**src/rtl/dw_weight_loader.sv**
```systemverilog
// dw_weight_loader: streams depthwise kernels (KSIZE words each) from weight
// SRAM into a kernel FIFO. One kernel per consumer request, contiguous addresses
// across the whole layer.
// Optional feature macro: WLD_STALL_CNT_EN (enables the WAIT_REQ stall counter).
module dw_weight_loader #(
    parameter int DW    = 32,
    parameter int KSIZE = 9,
    parameter int AW    = 16
) (
    input  logic          clk,
    input  logic          rst_n,
    input  logic          start,
    input  logic [AW-1:0] base_addr,
    input  logic [15:0]   num_ch,
    input  logic          ker_req,
    output logic          mem_rd_en,
    output logic [AW-1:0] mem_addr,
    input  logic [DW-1:0] mem_rd_data,
    output logic [DW-1:0] o_data,
    output logic          o_valid,
    output logic          busy,
    output logic          done,
    output logic [31:0]   stall_cnt
);

    localparam int WCW = $clog2(KSIZE + 1);
    localparam logic [WCW-1:0] LAST_WORD = WCW'(KSIZE - 1);

    typedef enum logic [1:0] {
        IDLE     = 2'd0,
        FETCH    = 2'd1,
        WAIT_REQ = 2'd2,
        DONE     = 2'd3
    } state_t;

    state_t         state_q, state_d;
    logic [AW-1:0]  addr_q;
    logic [15:0]    num_ch_q;
    logic [15:0]    ch_q;
    logic [WCW-1:0] word_q;
    logic           o_valid_q;
    logic           done_q;
    logic           last_word;
    logic           last_ch;

    assign last_word = (word_q == LAST_WORD);
    assign last_ch   = (ch_q == num_ch_q - 16'd1);

    // Next-state logic
    always_comb begin
        state_d = state_q;
        case (state_q)
            IDLE: begin
                if (start) begin
                    state_d = (num_ch != 16'd0) ? FETCH : DONE;
                end
            end
            FETCH: begin
                if (last_word) begin
                    state_d = last_ch ? DONE : WAIT_REQ;
                end
            end
            WAIT_REQ: begin
                if (ker_req) begin
                    state_d = FETCH;
                end
            end
            DONE: begin
                state_d = IDLE;
            end
            default: state_d = IDLE;
        endcase
    end

    // State register, address/word/channel counters and output pipeline
    always_ff @(posedge clk) begin
        if (!rst_n) begin
            state_q   <= IDLE;
            addr_q    <= '0;
            num_ch_q  <= '0;
            ch_q      <= '0;
            word_q    <= '0;
            o_valid_q <= 1'b0;
            done_q    <= 1'b0;
        end else begin
            state_q   <= state_d;
            o_valid_q <= (state_q == FETCH);
            // done trails the DONE state by one cycle so it lands after the last o_valid
            done_q    <= (state_q == DONE);
            case (state_q)
                IDLE: begin
                    if (start && num_ch != 16'd0) begin
                        addr_q   <= base_addr;
                        num_ch_q <= num_ch;
                        ch_q     <= '0;
                        word_q   <= '0;
                    end
                end
                FETCH: begin
                    // address keeps running across kernels: base + ch*KSIZE + word
                    addr_q <= addr_q + AW'(1);
                    if (last_word) begin
                        word_q <= '0;
                        if (!last_ch) begin
                            ch_q <= ch_q + 16'd1;
                        end
                    end else begin
                        word_q <= word_q + WCW'(1);
                    end
                end
                default: ;
            endcase
        end
    end

`ifdef WLD_STALL_CNT_EN
    logic [31:0] stall_q;

    // Saturating count of WAIT_REQ cycles, cleared when a layer is accepted
    always_ff @(posedge clk) begin
        if (!rst_n) begin
            stall_q <= '0;
        end else if (state_q == IDLE && start) begin
            stall_q <= '0;
        end else if (state_q == WAIT_REQ && stall_q != '1) begin
            stall_q <= stall_q + 32'd1;
        end
    end

    assign stall_cnt = stall_q;
`else
    assign stall_cnt = '0;
`endif

    assign mem_rd_en = (state_q == FETCH);
    assign mem_addr  = addr_q;
    assign busy      = (state_q != IDLE);
    assign done      = done_q;
    assign o_valid   = o_valid_q;
    // SRAM data is already one cycle behind its read enable; qualifying it with the
    // delayed enable keeps o_data aligned with o_valid and zero otherwise.
    assign o_data    = o_valid_q ? mem_rd_data : '0;

endmodule

```
**config.mk**
```make
export PLATFORM = sky130hd
export DESIGN_NAME = dw_weight_loader
export DESIGN_NICKNAME = d
export VERILOG_FILES = /design/src/rtl/dw_weight_loader.sv
export SDC_FILE = /design/constraint.sdc
export NUM_CORES = 1
export LEC_CHECK = 0
export CORE_MARGIN = 10
export CORE_UTILIZATION = 49
export CTS_BUF_LIST = sky130_fd_sc_hd__clkbuf_8
export DETAILED_ROUTE_END_ITERATION = 10
export PLACE_DENSITY = 0.91
export SLEW_MARGIN = 30
export SYNTH_ARGS = -nofsm -noshare
export SYNTH_HDL_FRONTEND = slang
export SYNTH_SLANG_ARGS = --single-unit
```
**constraint.sdc**
```tcl
create_clock -name clk -period 8.7 [get_ports clk]
set_clock_uncertainty 0.15 [all_clocks]
set_input_delay 0.87 -clock clk [delete_from_list [all_inputs] [get_ports clk]]
set_output_delay 0.87 -clock clk [all_outputs]
set_load 0.005 [all_outputs]
```
# Word level (Yosys, flattened, before mapping)
# Cells that the tools add are included.
[classes]
addsub = 4
n_mul = 0
n_div = 0
magnitude_cmp = 0
eq_ne = 10
shifts = 0
mux = 16
bitwise_logic = 0
n_reduce_logical = 9
[op_table]
columns = ["op", "count"]
rows = [
  ["16-bit two-way mux", 4],
  ["16-bit one-hot mux with 2 select lines", 2],
  ["16-bit by 1-bit adder with 16-bit output, second input constant", 2],
  ["32-bit two-way mux", 1],
  ["16-bit == test", 1],
  ["16-bit nonzero test", 1],
  ["16-bit by 1-bit subtractor with 16-bit output, second input constant", 1],
  ["2-bit two-way mux", 4],
  ["4-bit two-way mux", 2],
  ["2-bit inequality test, second input constant", 4],
  ["2-bit one-hot mux with 4 select lines", 1],
  ["4-bit one-hot mux with 2 select lines", 1],
  ["4-bit by 1-bit adder with 4-bit output, second input constant", 1],
  ["2-bit == test, second input constant", 2],
  ["4-bit == test, second input constant", 1],
  ["2-bit AND reduction", 2],
  ["4-bit AND reduction", 1],
  ["2-bit nonzero test", 2],
  ["3-bit AND reduction", 1],
  ["2-bit by 1-bit == test with 1-bit output, second input constant", 1],
  ["2-bit logical NOT", 1],
  ["2-bit by 1-bit inequality test with 1-bit output, second input constant", 1],
  ["1-bit logical AND", 1],
  ["1-bit two-way mux", 1],
]
[word_totals]
ff_bits = 56
latchBits = 0
ram_bits = 0
romBits = 0
out_inout_bits = 84
elab_cells = 46
mem_count = 0

# Depth between registers and ports, before layout
[logic_depth]
ltp_word = 5
depth_mapped = 12
mapped_depth_nobuf = 10

# Worst setup path before layout
# No wires, ideal clock.
[synth_timing]
kind = "flip-flop to flip-flop"
startpoint = "reg num_ch_q[0]"
endpoint = "reg ch_q[9]"
setup_ns = 0.126
t_arrival_ns = 2.811
setup_slack_ns = 5.613
path_stages_with_launch = 13
path_buffers = 2
cell_sequence = "dfxtp_1 -> inv_1 -> ha_1 -> or4b_4 -> or3_1 -> a32o_1 -> o211ai_2 -> a2111oi_2 -> a22o_4 -> buf_6 -> buf_2 -> o211ai_1 -> o31ai_2"
[synth_between]
elab_chain_len = 4
[synth_rtl]
columns = ["element", "line_no", "source"]
rows = [
  ["start: declaration", "38", "logic [15:0] num_ch_q;"],
  ["start signal: assignment", "94", "num_ch_q <= num_ch;"],
  ["16-bit by 1-bit subtractor with 16-bit output", "47", "assign last_ch = (ch_q == num_ch_q - 16'd1);"],
  ["16-bit == test", "47", ""],
  ["2-bit inequality test (no source line)", "n/a", ""],
  ["4-bit AND reduction (no source line)", "n/a", ""],
  ["end signal: assignment", "105", "ch_q <= ch_q + 16'd1;"],
  ["end: declaration", "39", "logic [15:0] ch_q;"],
]
# No other way between the ends.
# A chain may end at the register's enable or synchronous reset.

# Final worst setup path
[layout_timing]
startpoint = "reg num_ch_q[0]"
endpoint = "reg ch_q[6]"
# The elaborated chain is that of the path after synthesis.

==> results.py <==
metrics = {
    "status": {
        "status": "finished, final reports clean",
    },
    "power_and_ir_drop": {
        "seq_power_share": 0.446,
        "ir_drop_v": 0.0000964,
        "power.density_nw_per_um2": 125,
        "p_clk_frac": 0.310,
        "p_leak_nw": 1.88,
        "switching_power_mw": 0.175,
        "p_int_mw": 0.465,
        "swShare": 0.274,
        "p_comb_frac": 0.245,
    },
    "critical_path": {
        "r2r-start": "num_ch_q[0]",
        "slowest_stage": "or4b_4",
        "cp-startpoint": "num_ch_q[0]",
        "critPathLaunchType": "flip-flop",
        "required_ns": 8.80,
        "max_stage_delay_ns": 0.54,
        "crit_fanout": 26,
        "r2r_cells": 10,
        "path_class": "flip-flop to flip-flop",
        "cp-end-kind": "flip-flop",
        "crit_arrival_ns": 3.51,
        "worstPathCellList": "inv_1, ha_1, or4b_4, or3_1, a32o_1, o211ai_2, a2111oi_2, a22o_4, or4b_1, a21boi_1",
    },
    "synthesis": {
        "ys_ff_latch": 56,
        "synth_edf_count": 0,
        "synthArstFlopShare": 0,
        "yosysTopAreaCellShare": 0.287,
        "synth_area_um2": 3910,
        "ys_seq_area_frac": 0.287,
        "yosysTopAreaCell": "dfxtp_1",
        "synth_ff_type": "dfxtp_1",
        "ys_warn_count": 0,
        "synthTopCellsByArea": "dfxtp_1, and2_1, buf_4",
        "synth.avg_cell_area_um2": 7.53,
        "yosysUniqueCellTypes": 62,
        "syn_inst": 519,
    },
    "cells_and_area": {
        "seq_area_um2": 1120,
        "final_nets": 689,
        "multi_input_area_um2": 2480,
        "fill_cells": 619,
        "syn_to_final_growth_pct": 31.1,
        "drive_gt1_frac": 0.0357,
        "antennaDiodeCount": 0,
    },
    "routing": {
        "wire_per_inst_um": 16.4,
        "postRouteAntennaNets": 0,
        "dr.pass1.iters": 5,
        "viasPerCell": 5.69,
        "vias": 4084,
        "wl_um": 11800,
        "drtIter0Drc": 347,
        "post-route-drc-count": 0,
    },
    "clock_tree": {
        "cts_hold_buf": 0,
        "cts_setup_buffers": 0,
        "ctsResizeCount": 0,
        "insertion_delay_ns": 0.31,
        "cts_tree": "built",
        "root_buffer": "clkbuf_8",
        "cts_buffers": 5,
        "cts_buffer_depth": 2,
        "h-tree-depth": 2,
        "clk_pin_slew_ns": 0.10,
        "numClockSinks": 56,
    },
    "die": {
        "die_x_um": 109,
        "core_area_um2": 7730,
        "num_io_pins": 152,
        "die_h_um": 109,
        "rows": 32,
        "fp.dieArea_um2": 11900,
        "start_util": 0.506,
    },
    "timing": {
        "timing.final.crit_share": 0.393,
        "hold_viol": 0,
        "finalSetupViolations": 0,
        "fmax_mhz": 293,
        "fin_ws_ns": 5.29,
        "min_period_ns": 3.41,
        "rsz0062_at_grt": "no",
        "tns_ns": 0,
        "worst_pin_slew_ns": 0.736,
        "slew_violations": 0,
        "slew_headroom": 0.508,
    },
    "placed_design": {
        "dp_slack_ns": 5.25,
        "gp_congestion": 0.899,
        "dpl.hpwl_um": 9140,
        "port_buffers": 119,
    },
    "global_route": {
        "grt_pass1_wl_um": 18500,
        "grt_usage": 0.186,
        "antenna_found_initial": 0,
        "overflow": 0,
        "grt_max_degree": 62,
        "grt_pass1_vias": 3827,
    },
    "worst_hold_path": {
        "holdPathStages": 2,
        "hold_path_class": "flip-flop to flip-flop",
        "hp-start": "word_q[3]",
    },
    "flow_run": {
        "maxCapViolations": 0,
    },
}
final cells by class:
type	count	share of cell area
clock inverters	2	0.0117
flip-flops and latches	56	0.219
well taps	102	0.0249
inverters	11	0.00806
repair buffers	123	0.238
clock buffers	5	0.0134
multi-input cells	419	0.485
critical path: cells and delay by family, from the launching register on:
| family | cells | cell delay, ns |
|---|---|---|
| buf+inv | 1 | 0.07 |
| flops | 1 | 0.37 |
| fa+ha+maj | 1 | 0.31 |
| compound gates | 5 | 1.06 |
| simple gates | 3 | 1.38 |
power by group through the flow:
stage / registers (mW) / clock network [mW] / logic [mW]
after global routing: 0.288 / 0.211 / 0.171
after floorplan: 0.283 / 0 / 0.0984
final: 0.286 / 0.198 / 0.157
after CTS: 0.285 / 0.200 / 0.155
after global placement: 0.290 / 0 / 0.151
after detailed placement: 0.291 / 0 / 0.154
path summary, 6_finish.rpt:
kind	to	slack, ns
worst max-delay path	ch_q[6]	5.29
worst min-delay path	word_q[3]	0.36
worst max register to register	ch_q[6]	5.29
worst min register to register	word_q[3]	0.36
placed cells by master (no fill, tap or decap), types with 5 or more instances in the layout:
| cell type | instances |
|---|---|
| a21boi_0 | 24 |
| a21boi_1 | 6 |
| a21oi_1 | 19 |
| a221oi_1 | 5 |
| a31oi_1 | 9 |
| and2_1 | 39 |
| and3_1 | 11 |
| clkbuf_8 | 5 |
| clkdlybuf4s50_1 | 119 |
| conb_1 | 32 |
| dfxtp_1 | 56 |
| ha_1 | 5 |
| inv_1 | 10 |
| nand2_1 | 64 |
| nand3_1 | 17 |
| nand4_1 | 9 |
| nand4b_1 | 5 |
| nor2_1 | 33 |
| nor2b_1 | 12 |
| nor3_1 | 14 |
| nor4_1 | 8 |
| o211ai_1 | 7 |
| o21ai_0 | 26 |
| or3_1 | 7 |
| or4_1 | 6 |
| xnor2_1 | 13 |
registers in the layout, summed over array words and instances, names as in the netlist:
name,flops
ch_q,16
num_ch_q,16
mem_addr,16
done,1
state_q,2
word_q,4
o_valid,1
routing by layer:
| layer | wire [um] | GRT usage |
|---|---|---|
| met1 | 4800 | 0.214 |
| met2 | 5360 | 0.319 |
| met3 | 1440 | 0.0673 |
| met4 | 207 | 0.0558 |
| met5 | 0 | 0 |
per-stage QoR:
stage          hold WS, ns  power (mW)  std cells  utilization  area, um^2
4_1_cts              0.361       0.641        718        0.663        5120
3_5_place_dp         0.347       0.445        711        0.646        4990
6_report             0.360       0.641        718        0.663        5120
2_1_floorplan        0.305       0.381        550            -        4020
3_3_place_gp         0.326       0.441        711        0.646        4990
5_1_grt              0.405       0.670        718        0.663        5120
cells by family after synthesis:
| logic type | count (synthesis) | synth area share |
|---|---|---|
| fa+ha+maj | 5 | 0.0160 |
| xor+xnor | 17 | 0.0381 |
| simple gates | 243 | 0.333 |
| buf+inv | 75 | 0.107 |
| flops | 56 | 0.287 |
| compound gates | 121 | 0.215 |
| mux | 1 | 0.00256 |
| other cells | 1 | 0.000960 |
Yosys cell counts (all sizes together) (6+ instances only):
library cell	count
xnor2	13
nand4	9
nor3	14
clkbuf	25
nor4	8
nor2b	12
a21oi	19
nor2	33
o21ai	26
a21boi	30
nand2	64
nand3	17
dfxtp	56
and3	11
or4	6
a31oi	9
or3	7
inv	11
buf	39
o211ai	8
and2	39
(Power assumes the default switching activity.)
